[src/rtl/muldiv_pkg.sv]
// muldiv_pkg -- shared encodings for the RV32M multiply/divide unit.
//   FUNCT3_*  : RV32M operation encodings as delivered by instruction decode.
//   state_e   : FSM encoding (ST_IDLE, ST_CALC, ST_DONE).
//   cond_neg  : two's-complement negate when the flag is set (sign fix-up).
package muldiv_pkg;

    localparam int DATA_W = 32;

    localparam logic [2:0] FUNCT3_MUL    = 3'b000;
    localparam logic [2:0] FUNCT3_MULH   = 3'b001;
    localparam logic [2:0] FUNCT3_MULHSU = 3'b010;
    localparam logic [2:0] FUNCT3_MULHU  = 3'b011;
    localparam logic [2:0] FUNCT3_DIV    = 3'b100;
    localparam logic [2:0] FUNCT3_DIVU   = 3'b101;
    localparam logic [2:0] FUNCT3_REM    = 3'b110;
    localparam logic [2:0] FUNCT3_REMU   = 3'b111;

    typedef enum logic [1:0] {
        ST_IDLE = 2'd0,
        ST_CALC = 2'd1,
        ST_DONE = 2'd2
    } state_e;

    function automatic logic [DATA_W-1:0] cond_neg(input logic neg, input logic [DATA_W-1:0] v);
        return neg ? -v : v;
    endfunction

endpackage

[src/rtl/muldiv_divcore.sv]
// muldiv_divcore -- one combinational restoring-division step.
//   rem          : partial remainder before this step
//   dividend_bit : next dividend bit, MSB first
//   divisor      : divisor magnitude
//   rem_next     : partial remainder after this step
//   q_bit        : quotient bit produced by this step
module muldiv_divcore #(
    parameter int XLEN = 32
) (
    input  logic [XLEN-1:0] rem,
    input  logic            dividend_bit,
    input  logic [XLEN-1:0] divisor,
    output logic [XLEN-1:0] rem_next,
    output logic            q_bit
);

    logic [XLEN:0] shifted;

    always_comb begin
        shifted  = {rem, dividend_bit};
        q_bit    = (shifted >= {1'b0, divisor});
        // When the subtract is taken the difference is below the divisor, so
        // the top bit of the shifted remainder always drops out.
        rem_next = shifted[XLEN-1:0] - (q_bit ? divisor : '0);
    end

endmodule

[src/rtl/muldiv_unit.sv]
// muldiv_unit -- iterative RV32M multiply/divide unit feeding the register-file
// write port.
//   iCLK, iRST           : clock, asynchronous active-high reset
//   iStart, iFlush       : start request (taken in IDLE only), synchronous abort
//   iFunct3              : RV32M operation select
//   iRs1Data, iRs2Data   : operands, captured on acceptance
//   iRd                  : destination register index
//   oBusy                : operation in flight, control stalls on it
//   oDone                : one-cycle result strobe
//   oResult              : write data (holds after oDone)
//   oWriteRegister       : write index (holds after oDone)
//   oRegWrite            : write enable, oDone with rd != 0
// Build option MULDIV_FAST_MUL_EN: multiplies use one 33x33 signed multiplier
// and skip the iterative phase; divides are unaffected.
// Outputs are registered from the DONE cycle, so oDone appears one edge after
// the FSM reaches DONE (34th edge counting the accepting edge as the first).
module muldiv_unit
    import muldiv_pkg::*;
#(
    parameter int XLEN  = 32,
    parameter int CNT_W = 6
) (
    input  logic            iCLK,
    input  logic            iRST,
    input  logic            iStart,
    input  logic            iFlush,
    input  logic [2:0]      iFunct3,
    input  logic [XLEN-1:0] iRs1Data,
    input  logic [XLEN-1:0] iRs2Data,
    input  logic [4:0]      iRd,
    output logic            oBusy,
    output logic            oDone,
    output logic [XLEN-1:0] oResult,
    output logic [4:0]      oWriteRegister,
    output logic            oRegWrite
);

    state_e            state, nxt;
    logic [CNT_W-1:0]  cnt;
    logic [2:0]        f3;
    logic [4:0]        rd;
    logic              a_neg, res_neg, bypass;
    logic [XLEN-1:0]   byp_res;
    // mul: opa = multiplicand shifting left, opb = multiplier shifting right,
    //      acc = 64-bit magnitude product.
    // div: opa[XLEN-1:0] = dividend shifting out / quotient shifting in,
    //      opb = divisor, acc[XLEN-1:0] = partial remainder.
    logic [2*XLEN-1:0] opa, acc;
    logic [XLEN-1:0]   opb;

    // Acceptance decode on the raw register-file operands
    logic            accept, sgn_a, sgn_b, in_a_neg, in_b_neg;
    logic            div_zero, div_ovf, fast_mul, go_short;
    logic [XLEN-1:0] byp_d;

    always_comb begin
        accept   = (state == ST_IDLE) && iStart && !iFlush && !oBusy;
        sgn_a    = (iFunct3 != FUNCT3_MULHU) && (iFunct3 != FUNCT3_DIVU) && (iFunct3 != FUNCT3_REMU);
        sgn_b    = sgn_a && (iFunct3 != FUNCT3_MULHSU);
        in_a_neg = sgn_a && iRs1Data[XLEN-1];
        in_b_neg = sgn_b && iRs2Data[XLEN-1];
        div_zero = iFunct3[2] && (iRs2Data == '0);
        div_ovf  = ((iFunct3 == FUNCT3_DIV) || (iFunct3 == FUNCT3_REM)) &&
                   (iRs1Data == {1'b1, {(XLEN-1){1'b0}}}) && (iRs2Data == '1);
        // Overflow DIV returns rs1 itself (the most negative value).
        if (iFunct3[1]) byp_d = div_zero ? iRs1Data : '0;
        else            byp_d = div_zero ? '1 : iRs1Data;
`ifdef MULDIV_FAST_MUL_EN
        fast_mul = !iFunct3[2];
`else
        fast_mul = 1'b0;
`endif
        go_short = div_zero || div_ovf || fast_mul;
    end

    logic [XLEN-1:0] dc_rem;
    logic            dc_q;

    muldiv_divcore #(.XLEN(XLEN)) u_divcore (
        .rem          (acc[XLEN-1:0]),
        .dividend_bit (opa[XLEN-1]),
        .divisor      (opb),
        .rem_next     (dc_rem),
        .q_bit        (dc_q)
    );

`ifdef MULDIV_FAST_MUL_EN
    logic signed [XLEN:0] fa, fb;
`endif

    // State register
    always_ff @(posedge iCLK or posedge iRST) begin
        if (iRST) state <= ST_IDLE;
        else      state <= nxt;
    end

    // Next state
    always_comb begin
        nxt = state;
        if (iFlush) nxt = ST_IDLE;
        else begin
            case (state)
                ST_IDLE: if (accept) nxt = go_short ? ST_DONE : ST_CALC;
                ST_CALC: if (cnt == CNT_W'(XLEN-1)) nxt = ST_DONE;
                ST_DONE: nxt = ST_IDLE;
                default: nxt = ST_IDLE;
            endcase
        end
    end

    // Datapath
    always_ff @(posedge iCLK or posedge iRST) begin
        if (iRST) begin
            cnt <= '0; f3 <= '0; rd <= '0; a_neg <= 1'b0; res_neg <= 1'b0;
            bypass <= 1'b0; byp_res <= '0; opa <= '0; opb <= '0; acc <= '0;
`ifdef MULDIV_FAST_MUL_EN
            fa <= '0; fb <= '0;
`endif
        end else if (accept) begin
            cnt     <= '0;
            f3      <= iFunct3;
            rd      <= iRd;
            a_neg   <= in_a_neg;
            res_neg <= in_a_neg ^ in_b_neg;
            bypass  <= div_zero || div_ovf;
            byp_res <= byp_d;
            opa     <= {{XLEN{1'b0}}, cond_neg(in_a_neg, iRs1Data)};
            opb     <= cond_neg(in_b_neg, iRs2Data);
            acc     <= '0;
`ifdef MULDIV_FAST_MUL_EN
            fa <= {sgn_a && iRs1Data[XLEN-1], iRs1Data};
            fb <= {sgn_b && iRs2Data[XLEN-1], iRs2Data};
`endif
        end else if (state == ST_CALC) begin
            cnt <= cnt + 1'b1;
            if (f3[2]) begin
                acc <= {{XLEN{1'b0}}, dc_rem};
                opa <= {{XLEN{1'b0}}, opa[XLEN-2:0], dc_q};
            end else begin
                if (opb[0]) acc <= acc + opa;
                opa <= opa << 1;
                opb <= opb >> 1;
            end
        end
    end

    // Output logic: sign fix-up and result select in DONE
    logic [2*XLEN-1:0] mp;
    logic [XLEN-1:0]   res;
    logic              done_d, busy_d, regwr_d;

    always_comb begin
`ifdef MULDIV_FAST_MUL_EN
        mp = $signed({{(XLEN-1){fa[XLEN]}}, fa}) * $signed({{(XLEN-1){fb[XLEN]}}, fb});
`else
        mp = res_neg ? -acc : acc;
`endif
        if (bypass)       res = byp_res;
        else if (f3[2])   res = f3[1] ? cond_neg(a_neg, acc[XLEN-1:0]) : cond_neg(res_neg, opa[XLEN-1:0]);
        else if (f3 == FUNCT3_MUL) res = mp[XLEN-1:0];
        else              res = mp[2*XLEN-1:XLEN];
        done_d  = (state == ST_DONE) && !iFlush;
        // Busy also covers the registered result cycle after DONE.
        busy_d  = !iFlush && ((nxt != ST_IDLE) || (state == ST_DONE));
        regwr_d = done_d && (rd != 5'd0);
    end

    always_ff @(posedge iCLK or posedge iRST) begin
        if (iRST) begin
            oDone <= 1'b0; oBusy <= 1'b0; oRegWrite <= 1'b0;
            oResult <= '0; oWriteRegister <= '0;
        end else begin
            oDone     <= done_d;
            oBusy     <= busy_d;
            oRegWrite <= regwr_d;
            if (done_d) begin
                oResult        <= res;
                oWriteRegister <= rd;
            end
        end
    end

endmodule

[config.mk]
export PLATFORM = sky130hd
export DESIGN_NAME = muldiv_unit
export DESIGN_NICKNAME = d
export VERILOG_FILES = /design/src/rtl/muldiv_pkg.sv /design/src/rtl/muldiv_divcore.sv /design/src/rtl/muldiv_unit.sv
export SDC_FILE = /design/constraint.sdc
export NUM_CORES = 1
export LEC_CHECK = 0
export BUFFER_PORTS_ARGS = -buffer_cell sky130_fd_sc_hd__buf_2
export CAP_MARGIN = 0
export CORE_AREA = 2 2 219 221
export CTS_CLUSTER_DIAMETER = 60
export DETAILED_ROUTE_END_ITERATION = 12
export DIE_AREA = 0 0 221 223
export GPL_TIMING_DRIVEN = 0
export MAX_ROUTING_LAYER = met4
export PLACE_DENSITY_LB_ADDON = 0.15
export SYNTH_ARGS = -nofsm -noshare
export SYNTH_HDL_FRONTEND = slang
export SYNTH_SLANG_ARGS = --single-unit
[constraint.sdc]
create_clock -name iCLK -period 8.5 [get_ports iCLK]
set_input_delay 1.7 -clock iCLK [delete_from_list [all_inputs] [get_ports iCLK]]
set_output_delay 1.7 -clock iCLK [all_outputs]
set_load 0.005 [all_outputs]
==> results.json, run 1 <==
{
  "clock_sinks": 251,
  "post-route-min-period_ns": 6.70,
  "slew_viol_final": 0,
  "overflow": 0,
  "hold_path_class": "flip-flop to flip-flop",
  "final_cells": 3476,
  "boundaryPins": 116,
  "clk_pin_slew_worst_paths_ns": 0.06,
  "yosysWarnings": 0,
  "dp_cells": 3416,
  "cts_tree": "yes",
  "ys_top_cells_by_area": "dfrtp_1 (29%), ha_1 (8.3%), nand2_1 (7.7%)",
  "worst_pin_slew_ns": 1.05,
  "gp_congestion": 0.993,
  "hold_viol_final": 0,
  "post-synth-top-area-cell": "dfrtp_1",
  "post-route-drc-count": 0,
  "syn_inst": 2681,
  "final_cell_mix": "nand2_1 (439), dfrtp_1 (251), o21ai_0 (226)",
  "path_class": "flip-flop to flip-flop",
  "layout-drive-gt1-share_pct": 9.09,
  "finalCritPeriodShare_pct": 78.8,
  "firstDrtPassIters": 6,
  "cts-root-buf": "clkbuf_16",
  "grt_pass1_wl_mm": 121,
  "peakVddDrop_mv": 0.171,
  "syn_area_um2": 21400,
  "grt_pass1_vias": 19706,
  "avgSynthCellArea_um2": 7.96,
  "synth_edf_count": 0,
  "grt_max_degree": 45,
  "synthDistinctLibCells": 86,
  "clock_latency_ns": 0.55,
  "cts-resized-gates": 0,
  "grt_setup_unrepaired": "no",
  "vias": 20848,
  "die_h_um": 223,
  "combPwrFrac_pct": 55.6,
  "ys_ff_latch": 251,
  "design.die.area_um2": 49300,
  "p_sw_share_pct": 47.2,
  "coreArea_um2": 47100,
  "setup_violations": 0,
  "p_leak_nw": 10.7,
  "relSlewSlack_pct": 30.2,
  "crit_arrival_ns": 7.14,
  "power_switching_mw": 3.65,
  "intPower_mw": 4.09,
  "p_clk_share_pct": 20.5,
  "cts_max_path_buffers": 3,
  "status": "complete, no violations",
  "finalSetupTns_ns": 0,
  "antennaDiodeCount": 0,
  "worstPathRequired_ns": 8.94,
  "total_power_mw": 7.74,
  "endpoint_kind": "flip-flop",
  "hold_slack_ns": 0.471,
  "via_per_inst": 6.00,
  "max_freq_mhz": 149,
  "yosysTopAreaCellShare_pct": 29.4,
  "rows": 80,
  "finalNetCount": 3058,
  "critPathLaunchType": "flip-flop",
  "synth-main-ff-cell": "dfrtp_1",
  "hpwl_mm": 64.9,
  "fin_skew_ns": 0.0193,
  "syn_nets": 2900,
  "post_cts_buffers": 0,
  "dieWidth_um": 221,
  "worstPathMaxFanout": 10,
  "holdBufCountCts": 0,
  "synth-async-reset-ratio_pct": 100,
  "cts_htree_levels": 2,
  "drt_iter0_markers": 1992,
  "wl_per_cell_um": 23.2,
  "synth-seq-area-share_pct": 29.4,
  "antenna_found_initial": 0,
  "cts_buffers": 36,
  "start_util_pct": 45.3,
  "pwr_density_cell_nw_per_um2": 322,
  "ant_nets": 0,
  "syn2layout_area_growth_pct": 12.7,
  "grt_use_total_pct": 33.0,
  "mostFrequentLayoutCell": "nand2_1",
  "postRouteWirelength_mm": 80.6,
  "max_cap_violations": 0,
  "seqPwrFrac_pct": 23.8,
  "io_buffers": 114
}
==> layout make-up <==
class,count,area (um^2)
Multi-Input combinational cell,2177,14100
Clock inverter,15,239
Sequential cell,251,6280
Fill cell,4608,23100
Tap cell,615,769
Inverter,105,398
Buffer,148,608
Clock buffer,45,1010
Timing Repair Buffer,120,691
==> cell families (layout without fill, tap and decap cells) <==
| family | count (synthesis) | after routing | share of synthesized area (%) |
|---|---|---|---|
| DFF | 251 | 251 | 29.4 |
| adders and majority gates | 175 | 175 | 10.1 |
| AOI/OAI and AO/OA | 815 | 815 | 24.0 |
| muxes | 35 | 35 | 1.72 |
| and+or+nand+nor | 890 | 890 | 19.3 |
| xor gates and xnor gates | 262 | 262 | 10.8 |
| buffers and inverters | 253 | 433 | 4.69 |
==> critical path, stage by stage, from the launching register on <==
cell and delay (ns):
dfrtp_1 0.50, inv_1 0.26, ha_1 0.34, nand2b_1 0.09
a21o_1 0.11, a21o_1 0.11, a21o_1 0.11, a31oi_1 0.15
o21bai_1 0.40, a31oi_1 0.15, o21bai_1 0.59, clkbuf_1 0.49
nand2_1 0.18, ha_1 0.29, nor2b_1 0.13, o21ai_0 0.22
a21oi_1 0.13, o21ai_0 0.45, a21oi_1 0.24, nor4b_1 0.63
nor2_1 0.23, a311oi_1 0.36, xnor3_1 0.26, o21ai_0 0.17
==> metrics by stage <==
| stage | worst slack (ns) | area [um^2] | util (%) |
|---|---|---|---|
| CTS | 1.76 | 24100 | 51.0 |
| finish | 1.80 | 24100 | 51.0 |
| global placement | 1.84 | 22700 | 48.1 |
| floorplan | 3.50 | 21400 | - |
| detailed placement | 1.84 | 22800 | 48.4 |
| global route | 1.44 | 24100 | 51.0 |
==> path summary, 6_finish.rpt <==
check / startpoint / endpoint / slack, ns / cells after the start
worst max-delay path: opa[31]$_DFFE_PP0P_ / acc[31]$_DFFE_PP0P_ / 1.80 / 23
worst min-delay path: oWriteRegister[2]$_DFFE_PP0P_ / oWriteRegister[2]$_DFFE_PP0P_ / 0.47 / 2
worst max register to register: opa[31]$_DFFE_PP0P_ / acc[31]$_DFFE_PP0P_ / 1.80 / 23
worst min register to register: oWriteRegister[2]$_DFFE_PP0P_ / oWriteRegister[2]$_DFFE_PP0P_ / 0.47 / 2
max in group asynchronous: iRST / acc[6]$_DFFE_PP0P_ / 6.11 / 5
min in group asynchronous: iRST / opa[63]$_DFFE_PP0P_ / 1.23 / 2
==> Yosys cell counts, types with 10 or more instances <==
library cell and count:
and3_1 23, nor3_1 42, nand2_1 439, a22oi_1 15, a22o_1 34, o21a_1 11, and2_1 10, o41ai_1 11
a21oi_1 165, maj3_1 12, a21boi_0 11, a211oi_1 42, maj3_2 20, clkbuf_1 115, or4_1 16, o31ai_1 41
nand2b_1 21, nor4_1 10, a31oi_1 51, mux2i_1 31, a21o_1 51, buf_1 21, or3_1 30, inv_1 105
dfrtp_1 251, or2_2 15, o211ai_1 29, nor2_1 162, o21bai_1 18, nand4_1 33, o21ai_0 226, nor2b_1 11
xnor2_1 150, nand3_1 43, ha_1 141, o21ai_1 51, xor2_1 111
==> state kept, by name (all words and copies together), names as in the netlist, 3 cells and up <==
register and count:
rd 5, oResult 32, acc 64, cnt 6, byp_res 32, f3 3, opb 32, oWriteRegister 5
opa 64
==> metal layers <==
metal | vias up | global-route usage [%] | part of all wire [%]
li1 | 9905 | - | -
met1 | 10079 | 43.9 | 44
met2 | 728 | 52.0 | 46
met3 | 136 | 4.64 | 6.6
met4 | 0 | 10.5 | 3.3
met5 | - | - | 0
==> power by group through the flow <==
stage	Combinational (mW)	Sequential [mW]	Clock [mW]
after floorplan	3.15	1.63	0
after global placement	4.14	1.84	0
after detailed placement	4.19	1.85	0
after CTS	4.23	1.83	1.61
after global routing	4.72	1.86	1.66
final	4.31	1.84	1.59
(Power assumes the default switching activity.)
==> run 2, diff against run 1 <==
==> constraint.sdc (replaced) <==
create_clock -name iCLK -period 5.9 [get_ports iCLK]
set_input_delay 1.18 -clock iCLK [delete_from_list [all_inputs] [get_ports iCLK]]
set_output_delay 1.18 -clock iCLK [all_outputs]
set_load 0.005 [all_outputs]
==> run 2 against run 1 <==
Against the previous run: clock power rose by 44%; register-to-register slack worse by 1.6 ns; critical path depth did not move; wire length up 0.18%; final cell count about the same; first-iteration DRC count shrank 6.4%.
==> results.json, run 2 (same netlist as run 1, synthesis figures left out) <==
{
  "status": "complete, no violations",
  "combPwrFrac_pct": 56.1,
  "antenna_found_initial": 0,
  "clock_sinks": 251,
  "worst-path-buf-inv": 2,
  "cts_htree_levels": 2,
  "cts-root-buf": "clkbuf_16",
  "post-route-drc-count": 0,
  "slew_viol_final": 0,
  "p_clk_share_pct": 20.3,
  "wl_met2_mm": 36.8,
  "clock_latency_ns": 0.55,
  "relSlewSlack_pct": 28.8,
  "dieWidth_um": 221,
  "crit_arrival_ns": 6.10,
  "critPathMostFrequentCell": "o21ai_0",
  "pwr_density_cell_nw_per_um2": 467,
  "crit_family": "compound AO/OA/AOI/OAI gates",
  "dpl-instance-area_um2": 22800,
  "vias": 20851,
  "endpoint_kind": "flip-flop",
  "cts_max_path_buffers": 3,
  "postRouteWirelength_mm": 80.7,
  "antennaDiodeCount": 0,
  "fin_skew_ns": 0.0205,
  "finalCritPeriodShare_pct": 95.8,
  "syn2layout_area_growth_pct": 13.0,
  "finalNetCount": 3059,
  "hold_viol_final": 0,
  "grt_pass1_wl_mm": 121,
  "finalSetupTns_ns": 0,
  "top_regs": "acc: 64 flops, opa: 64 flops",
  "io_buffers": 114,
  "design_area_um2": 24100,
  "top_layer_used": "met4",
  "drt-met1-wl_mm": 36.0,
  "intPower_mw": 5.94,
  "worstPathMaxFanout": 10,
  "clk_pin_slew_worst_paths_ns": 0.06,
  "mostFrequentLayoutCell": "nand2_1",
  "die_h_um": 223,
  "critical-path-max-stage-delay_ns": 0.65,
  "grt_setup_unrepaired": "no",
  "seqPwrFrac_pct": 23.6,
  "firstDrtPassIters": 5,
  "grt_use_total_pct": 33.0,
  "design.die.area_um2": 49300,
  "hold_path_class": "flip-flop to flip-flop",
  "peakVddDrop_mv": 0.247,
  "gp_congestion": 0.993,
  "final_cell_mix": "nand2_1 (439), dfrtp_1 (251), o21ai_0 (224)",
  "boundaryPins": 116,
  "dp_slack_ns": -0.764,
  "p_leak_nw": 10.7,
  "grt_max_degree": 45,
  "routed-wl-met3_mm": 5.33,
  "power_switching_mw": 5.32,
  "worst_pin_slew_ns": 1.05,
  "path_class": "flip-flop to flip-flop",
  "p_sw_share_pct": 47.3,
  "grt_pass1_vias": 19696,
  "critPathLaunchType": "flip-flop",
  "n_fill_cell": 4609,
  "worstPathRequired_ns": 6.35,
  "layout-drive-gt1-share_pct": 9.50,
  "path_cells": "ha_1 > a21o_1 > a21o_1 > a21oi_1 > nand3_1 > a31oi_1 > o21bai_1 > a31oi_2 > o21bai_4 > clkbuf_2 > nand2_1 > inv_1 > fa_1 > nor2b_1 > o21ai_0 > nand2b_1 > a211oi_2 > o21ai_2 > a211oi_2 > o21ai_0 > a311oi_1 > xor2_1 > o21ai_0",
  "cp_slowest_cell": "dfrtp_1",
  "overflow": 0,
  "hpwl_mm": 64.9,
  "drt_iter0_markers": 1864,
  "max_freq_mhz": 177,
  "via_per_inst": 6.00,
  "cts_tree": "yes",
  "ant_nets": 0,
  "timing.final.ws_setup_ns": 0.249,
  "holdBufCountCts": 0,
  "start_util_pct": 45.3,
  "wl_per_cell_um": 23.2,
  "rows": 80,
  "coreArea_um2": 47100,
  "cts_buffers": 36,
  "setup_violations": 0,
  "max_cap_violations": 0,
  "post-route-min-period_ns": 5.65
}
run 2: cell type report:
cell class / instances / area (um^2) / area share [%]
flip-flops and latches: 251 / 6280 / 26.0
multi-input cells: 2177 / 14100 / 58.5
inverters: 105 / 398 / 1.65
well taps: 615 / 769 / 3.19
clock inverters: 15 / 239 / 0.991
clock buffers: 45 / 1010 / 4.17
plain buffers: 148 / 611 / 2.53
repair buffers: 121 / 698 / 2.89
run 2: path summary, 6_finish.rpt:
check | start | to | slack, ns | depth (start not counted)
setup / recovery | acc[9]$_DFFE_PP0P_ | acc[30]$_DFFE_PP0P_ | 0.25 | 23
hold / removal | oWriteRegister[2]$_DFFE_PP0P_ | oWriteRegister[2]$_DFFE_PP0P_ | 0.47 | 2
setup reg to reg | acc[9]$_DFFE_PP0P_ | acc[30]$_DFFE_PP0P_ | 0.25 | 23
hold reg to reg | oWriteRegister[2]$_DFFE_PP0P_ | oWriteRegister[2]$_DFFE_PP0P_ | 0.47 | 2
max in group asynchronous | iRST | opa[31]$_DFFE_PP0P_ | 4.02 | 5
min in group asynchronous | iRST | opa[63]$_DFFE_PP0P_ | 0.71 | 2
run 2: power by group through the flow:
stage                     clock network, mW  logic [mW]  registers [mW]
after detailed placement                  0        6.04            2.66
after global routing                   2.40        6.91            2.68
after CTS                              2.32        6.11            2.63
after floorplan                           0        4.55            2.35
after global placement                    0        5.97            2.65
final                                  2.29        6.31            2.66
run 2: timing repair:
action                                  CTS  global route
pin swaps                                 0             1
endpoints found under the setup margin   13             5
gates resized for setup                   6            10
buffers inserted                          0             1
run 2: routing by layer:
layer	up-vias	global-route usage [%]
li1	9900	-
met1	10067	43.9
met5	-	-
met2	748	52.0
met3	136	4.64
met4	0	10.5
run 2: worst min-delay path, delay by kind of cell (launching register included):
kind	cells	cell delay (ns)
flip-flops	1	0.34
AND/OR/NAND/NOR	2	0.10
run 2: per-stage QoR:
step,power (mW),cells,hold slack (ns),util [%]
3_3_place_gp,8.62,3410,0.457,48.1
5_1_grt,12.0,3477,0.489,51.2
3_5_place_dp,8.70,3416,0.462,48.4
4_1_cts,11.1,3476,0.476,51.1
6_report,11.3,3477,0.471,51.2
2_1_floorplan,6.89,2681,0.442,-
